===== src/rtl/hazard_ctrl.sv =====
// Hazard and stall controller for a 5-stage MIPS pipeline: load-use bubbles,
// EX-resolved branch flushes, data-memory wait holds, event counters and a timeout flag.
module hazard_ctrl #(
  parameter int CNT_W       = 16,
  parameter int MEM_TIMEOUT = 64
) (
  input  logic             clk,
  input  logic             rst,
  input  logic [4:0]       id_rs,
  input  logic [4:0]       id_rt,
  input  logic             id_use_rs,
  input  logic             id_use_rt,
  input  logic [4:0]       ex_rt,
  input  logic             ex_memread,
  input  logic             ex_branch_taken,
  input  logic             mem_req,
  input  logic             mem_ready,
  output logic             pc_write,
  output logic             ifid_write,
  output logic             idex_write,
  output logic             exmem_write,
  output logic             ifid_flush,
  output logic             idex_bubble,
  output logic             memwb_bubble,
  output logic [CNT_W-1:0] stall_cnt,
  output logic [CNT_W-1:0] flush_cnt,
  output logic             mem_timeout,
  output logic [1:0]       last_reason
);

  typedef enum logic [0:0] {
    ST_RUN      = 1'b0,
    ST_MEM_WAIT = 1'b1
  } state_e;

  typedef enum logic [1:0] {
    ACT_NONE    = 2'd0,
    ACT_LOADUSE = 2'd1,
    ACT_BRANCH  = 2'd2,
    ACT_MEMWAIT = 2'd3
  } action_e;

  state_e           state_q, state_d;
  logic [7:0]       wait_cnt_q, wait_cnt_d;
  logic             branch_pend_q, branch_pend_d;
  logic [CNT_W-1:0] stall_cnt_q, stall_cnt_d;
  logic [CNT_W-1:0] flush_cnt_q, flush_cnt_d;
  logic             mem_timeout_q, mem_timeout_d;
  logic [1:0]       last_reason_q, last_reason_d;

  logic    freeze_s;
  logic    loaduse_s;
  logic    branch_s;
  action_e action_s;

  function automatic logic [CNT_W-1:0] cnt_sat_inc(input logic [CNT_W-1:0] v);
    if (&v) begin
      return v;
    end else begin
      return v + CNT_W'(1);
    end
  endfunction

  function automatic logic [7:0] wait_sat_inc(input logic [7:0] v);
    if (v == 8'hFF) begin
      return v;
    end else begin
      return v + 8'd1;
    end
  endfunction

  // Hazard detection and action selection by priority.
  // A branch seen during a freeze is remembered and applied on the release cycle.
  always_comb begin
    freeze_s  = mem_req & ~mem_ready;
    loaduse_s = ex_memread & (ex_rt != 5'd0) &
                ((id_use_rs & (id_rs == ex_rt)) | (id_use_rt & (id_rt == ex_rt)));
    branch_s  = ex_branch_taken | branch_pend_q;
    action_s  = ACT_NONE;
    if (freeze_s) begin
      action_s = ACT_MEMWAIT;
    end else if (branch_s) begin
      action_s = ACT_BRANCH;
    end else if (loaduse_s) begin
      action_s = ACT_LOADUSE;
    end else begin
      action_s = ACT_NONE;
    end
  end

  // Mealy control outputs; reset forces NOP/bubble injection with all writes blocked.
  always_comb begin
    pc_write     = 1'b1;
    ifid_write   = 1'b1;
    idex_write   = 1'b1;
    exmem_write  = 1'b1;
    ifid_flush   = 1'b0;
    idex_bubble  = 1'b0;
    memwb_bubble = 1'b0;
    if (rst) begin
      pc_write     = 1'b0;
      ifid_write   = 1'b0;
      idex_write   = 1'b0;
      exmem_write  = 1'b0;
      ifid_flush   = 1'b1;
      idex_bubble  = 1'b1;
      memwb_bubble = 1'b1;
    end else begin
      case (action_s)
        ACT_MEMWAIT: begin
          pc_write     = 1'b0;
          ifid_write   = 1'b0;
          idex_write   = 1'b0;
          exmem_write  = 1'b0;
          memwb_bubble = 1'b1;
        end
        ACT_BRANCH: begin
          ifid_flush  = 1'b1;
          idex_bubble = 1'b1;
        end
        ACT_LOADUSE: begin
          pc_write    = 1'b0;
          ifid_write  = 1'b0;
          idex_bubble = 1'b1;
        end
        default: begin
          pc_write = 1'b1;
        end
      endcase
    end
  end

  // Wait FSM next state, wait length tracking and pending-branch capture.
  always_comb begin
    state_d       = state_q;
    wait_cnt_d    = wait_cnt_q;
    branch_pend_d = 1'b0;
    if (freeze_s) begin
      branch_pend_d = branch_pend_q | ex_branch_taken;
    end else begin
      branch_pend_d = 1'b0;
    end
    case (state_q)
      ST_RUN: begin
        if (freeze_s) begin
          state_d    = ST_MEM_WAIT;
          wait_cnt_d = 8'd1;
        end else begin
          state_d    = ST_RUN;
          wait_cnt_d = 8'd0;
        end
      end
      ST_MEM_WAIT: begin
        if (freeze_s) begin
          state_d    = ST_MEM_WAIT;
          wait_cnt_d = wait_sat_inc(wait_cnt_q);
        end else begin
          state_d    = ST_RUN;
          wait_cnt_d = 8'd0;
        end
      end
      default: begin
        state_d    = ST_RUN;
        wait_cnt_d = 8'd0;
      end
    endcase
  end

  // Counters, sticky timeout and last applied action.
  always_comb begin
    stall_cnt_d   = stall_cnt_q;
    flush_cnt_d   = flush_cnt_q;
    mem_timeout_d = mem_timeout_q;
    last_reason_d = last_reason_q;
    if ((action_s == ACT_MEMWAIT) || (action_s == ACT_LOADUSE)) begin
      stall_cnt_d = cnt_sat_inc(stall_cnt_q);
    end else begin
      stall_cnt_d = stall_cnt_q;
    end
    if (action_s == ACT_BRANCH) begin
      flush_cnt_d = cnt_sat_inc(flush_cnt_q);
    end else begin
      flush_cnt_d = flush_cnt_q;
    end
    // wait_cnt_d already counts the freeze cycle ending at this edge.
    if (freeze_s && (wait_cnt_d >= 8'(MEM_TIMEOUT))) begin
      mem_timeout_d = 1'b1;
    end else begin
      mem_timeout_d = mem_timeout_q;
    end
    if (action_s != ACT_NONE) begin
      last_reason_d = action_s;
    end else begin
      last_reason_d = last_reason_q;
    end
  end

  // State register bank.
  always_ff @(posedge clk or posedge rst) begin
    if (rst) begin
      state_q       <= ST_RUN;
      wait_cnt_q    <= 8'd0;
      branch_pend_q <= 1'b0;
      stall_cnt_q   <= '0;
      flush_cnt_q   <= '0;
      mem_timeout_q <= 1'b0;
      last_reason_q <= 2'd0;
    end else begin
      state_q       <= state_d;
      wait_cnt_q    <= wait_cnt_d;
      branch_pend_q <= branch_pend_d;
      stall_cnt_q   <= stall_cnt_d;
      flush_cnt_q   <= flush_cnt_d;
      mem_timeout_q <= mem_timeout_d;
      last_reason_q <= last_reason_d;
    end
  end

  assign stall_cnt   = stall_cnt_q;
  assign flush_cnt   = flush_cnt_q;
  assign mem_timeout = mem_timeout_q;
  assign last_reason = last_reason_q;

endmodule


===== config.mk =====
export PLATFORM = sky130hd
export DESIGN_NAME = hazard_ctrl
export DESIGN_NICKNAME = d
export VERILOG_FILES = /design/src/rtl/hazard_ctrl.sv
export SDC_FILE = /design/constraint.sdc
export NUM_CORES = 1
export LEC_CHECK = 0
export ABC_AREA = 1
export CAP_MARGIN = 30
export CORE_MARGIN = 8
export CORE_UTILIZATION = 60
export CTS_CLUSTER_DIAMETER = 50
export CTS_CLUSTER_SIZE = 16
export DETAILED_ROUTE_END_ITERATION = 16
export DONT_BUFFER_PORTS = 1
export GPL_ROUTABILITY_DRIVEN = 0
export PLACE_DENSITY = 0.86
export SETUP_SLACK_MARGIN = 0.5
export SKIP_CTS_REPAIR_TIMING = 1
export SLEW_MARGIN = 20
export SYNTH_ARGS = -nofsm -noshare
export SYNTH_HDL_FRONTEND = slang
export SYNTH_SLANG_ARGS = --single-unit

===== constraint.sdc =====
create_clock -name clk -period 3.45 [get_ports clk]
set_input_delay 0.8625 -clock clk [delete_from_list [all_inputs] [get_ports clk]]
set_output_delay 0.8625 -clock clk [all_outputs]
set_load 0.01 [all_outputs]

# Word-level counts from Yosys, hierarchy flattened
# Index checks and enable logic that the tools add are counted.
# totals
register_bits,45
input_bits,23
output_inout_bits,42
elab_cells,57
# classes
addsub,3
magnitude_cmp,1
eq_ne,6
mux,19
bitwise,11
n_reduce_logical,10
# ops
op,count
$add 16x1->16 const B,2
$reduce_and 16->1,2
$mux 8,2
$pmux 8 s2,1
$mux 1,14
$eq 5x5->1,2
$add 8x1->8 const B,1
$eq 8x8->1 const B,1
$ge 8x7->1 const B,1
$and 1x1->1,5
$reduce_bool 5->1,1
$eq 2x2->1 const B,2
$mux 2,2
$not 1->1,4
$reduce_and 2->1,2
$reduce_or 2->1,2
$eq 2x1->1 const B,1
$or 1x1->1,2
$reduce_bool 2->1,1
$logic_and 1x1->1,1
$logic_or 1x1->1,1

# Longest topological paths before layout
# depth
word_depth,11
ltp_mapped,16

# Least setup slack after synthesis
# No wires, ideal clock.
# synth_path
path_type,input to output
startpoint,input ex_rt[2]
endpoint,output ifid_flush
arrival_time_ps,2139
required_time_ps,2588
path_slack_ps,448
cell_stages,12
path_cell_list,inv_1 > nand2_1 > nand2_1 > nor2_1 > nand3_1 > nand2_1 > nand2_1 > nand2_1 > buf_2 > inv_1 > ha_1 > or2_2
# synth_between
elab_chain_len,10
# synth_rtl
item,line_no,source
from (decl),13,"input logic [4:0] ex_rt,"
$eq 5x5->1,77,((id_use_rs & (id_rs == ex_rt)) | (id_use_rt & (id_rt == ex_rt)));
$and 1x1->1,77,
$or 1x1->1,77,
$and 1x1->1 *,76,loaduse_s = ex_memread & (ex_rt != 5'd0) &
$mux 1 *,84,end else if (loaduse_s) begin
$mux 2 *,82,end else if (branch_s) begin
$mux 2 *,80,if (freeze_s) begin
$eq 2x2->1 *,109,case (action_s)
$mux 1 *,109,
$mux 1 *,100,if (rst) begin
to (decl),22,"output logic ifid_flush,"
# Every way passes the cells marked *; elsewhere a longest branch is shown, timed or not.

# Worst setup path in the final report
# Same ends and word-level chain as after synthesis.

==> metrics.txt <==
biggest area consumer among synthesized cells=dfrtp_1; largest net degree at the start of global routing=46; CP Max Fanout=4; Clock Pin Slew Worst Setup and Hold Paths=0.08 ns; final hold slack=0.529 ns; Synth warnings=0; Vias/cell=5.34; CP Class=in2out; CORE AREA=4320 µm²; fmax=0.357 GHz; worst slack at placement=0.584 ns; sequential cell area=1130 µm²; dpl hpwl=4.45 mm; Primary FF master, synth=dfrtp_1; DP Area=2720 µm²; DRT Pass-1 Iters=4; CP top delay family=simple AND/OR/NAND/NOR gates; CTS buffer count=5; final slew viol count=0; Die H=83.0 µm; post-synth net total=393; Slew HR=62.8%; initial antenna violation count=0; Syn-to-layout area delta=5.95%; number of port buffers=0; post-route ant nets=0; share of cells above drive strength 1=7.34%; gr busiest metal=met2; first-pass GRT wire length=10.4 mm; vias in the first global route=2253; # nets final=395; Crit path top cell by count=nand2_1; CP max-delay cell=or2_4; met2 usage=30.8%; routed length per placed instance=13.9 µm; CTS Buffer Depth=2; register area share after synthesis=41.9%; worst vdd ir=0.330 mV; Pwr Total=1.36 mW; status=complete, no violations; drt total wl=5.85 mm; CP peak stage delay=0.26 ns; vias after detailed routing=2242; Post-Place Cells=412; crit-path cells=clkinvlp_4, nand2_1, nand2_1, nor2_1, nand3_1, nand2_1, nand2_1, nand2_1, inv_1, ha_2, or2_4; H-tree depth=2; setup ws final=0.650 ns; Worst-Margin Slew=0.558 ns; top post-synthesis cells by area=dfrtp_1, nand2_1, inv_1; minimum clock period=2.80 ns; Initial Util=62.2%; worst skew pair latency=0.30 ns; final std cells w/o fill=420; Final Instance Area=2850 µm²; ant diodes=0; PwrDens=476 nW/µm²; met3 usage=7.13%; TNS Setup=0 ns; Post-synth EDFFs=0; unrepaired setup endpoints after global routing=false; Worst Setup Start Kind=input pin; HP Class=reg2reg; CTS Sinks=45; Synth top area share=41.9%; Buf+Inv Stages, Crit Path=2; fin crit share=81.1%; Die ar.=6880 µm²; Starting DRT DRC Count=116; Cell Area, Synth=2690 µm²; Ports=65; met1 usage=18.9%; row cnt=24; die width=83.0 µm; Leak Pwr=1.48 nW; Final setup viols=0; final core utilization=65.9%; gr ovfl total=0; Synth async-reset ratio=100%; Tot GR Track Use=17.8%; multi-input logic area=1330 µm²; Syn Inst Count=365; Critical Path AT=1.94 ns; Worst Skew=0.0112 ns; CTS tree=yes; Avg Inst Size Synth=7.37 µm²; Required @ worst endpoint=2.59 ns; Crit. End Element=output pin; final hold vios=0; #FFs+latches synth=45; Distinct cells, synth=26; Residual DRC=0; FILL cells=377; MaxCap Viol Count=0; clock root buffer=clkbuf_8
==> power breakdown <==
part	switching (mW)	leakage [nW]	internal, mW
Sequential	0.129	0.597	0.595
Combinational	0.130	0.828	0.0852
Clock	0.181	0.0574	0.236
==> tightest hold or removal path, cell delays in order, from the launching register on <==
cell	delay (ns)
dfrtp_1	0.33
nor2_1	0.06
nor2_1	0.10
==> state kept, by name, indices dropped and copies added, names as in the netlist <==
register and cells:
state_q 1, wait_cnt_q 8, mem_timeout 1, stall_cnt 16
last_reason 2, flush_cnt 16, branch_pend_q 1
==> cell families (layout without fill, tap and decap cells) <==
kind of cell             Yosys count  count (layout)  synth area share (%)
buffers and inverters             59              62                  9.07
AO/OA/AOI/OAI                     15              15                  3.02
flip-flops                        45              45                  41.9
XOR/XNOR                          28              28                  9.12
adder cells (fa/ha/maj)            5               5                  2.33
AND/OR/NAND/NOR                  213             213                  34.6
==> cell usage after synthesis, types with 3 or more instances <==
master   number
nand2_1     114
inv_1        49
dfrtp_1      45
nor2_1       37
nand3_1      36
xor2_1       18
xnor2_1      10
o21ai_0       9
nor3_1        8
ha_1          5
nand4_1       5
buf_2         3
buf_4         3
inv_2         3
nand2_4       3
==> area by class of cell <==
class,count,area share (%)
Clock inverter,2,1.32
Multi-Input combinational cell,261,46.5
Timing Repair Buffer,2,0.527
Sequential cell,45,39.5
Tap cell,52,2.28
Clock buffer,6,2.90
Inverter,52,6.98
==> final timing paths <==
path	from	end	slack, ns	depth (start not counted)
worst max-delay path	ex_rt[2]	ifid_flush	0.65	11
worst min-delay path	branch_pend_q	branch_pend_q	0.53	2
worst max register to register	branch_pend_q	flush_cnt[2]	1.47	11
worst min register to register	branch_pend_q	branch_pend_q	0.53	2
max in group asynchronous	rst	stall_cnt[13]	2.47	2
min in group asynchronous	rst	last_reason[1]	0.58	2
==> routing by layer <==
metal,part of all wire [%],up-vias
met5,0,-
met4,1.9,0
met3,7.7,12
met2,50,64
met1,40,1035
li1,-,1131
==> cell usage in the layout (no fill, tap or decap) <==
master      count
or2_4           1
nand2_4         3
buf_4           2
nor3_2          1
ha_2            1
o21ai_1         1
a31o_2          1
nor2_2          2
xor2_1         18
xnor2_1        10
nand2_1       114
nand3b_1        2
or2_1           1
nor3_1          8
clkinvlp_4      2
nand3_1        36
o21ai_0         9
dfrtp_1        45
inv_2           4
ha_1            4
inv_1          47
nand4_1         5
bufinv_16       1
a31oi_1         2
nor2_1         37
clkbuf_8        6
nor2_4          2
or2_2           1
a21oi_1         2
No activity file was read; power rests on OpenSTA's default activity.
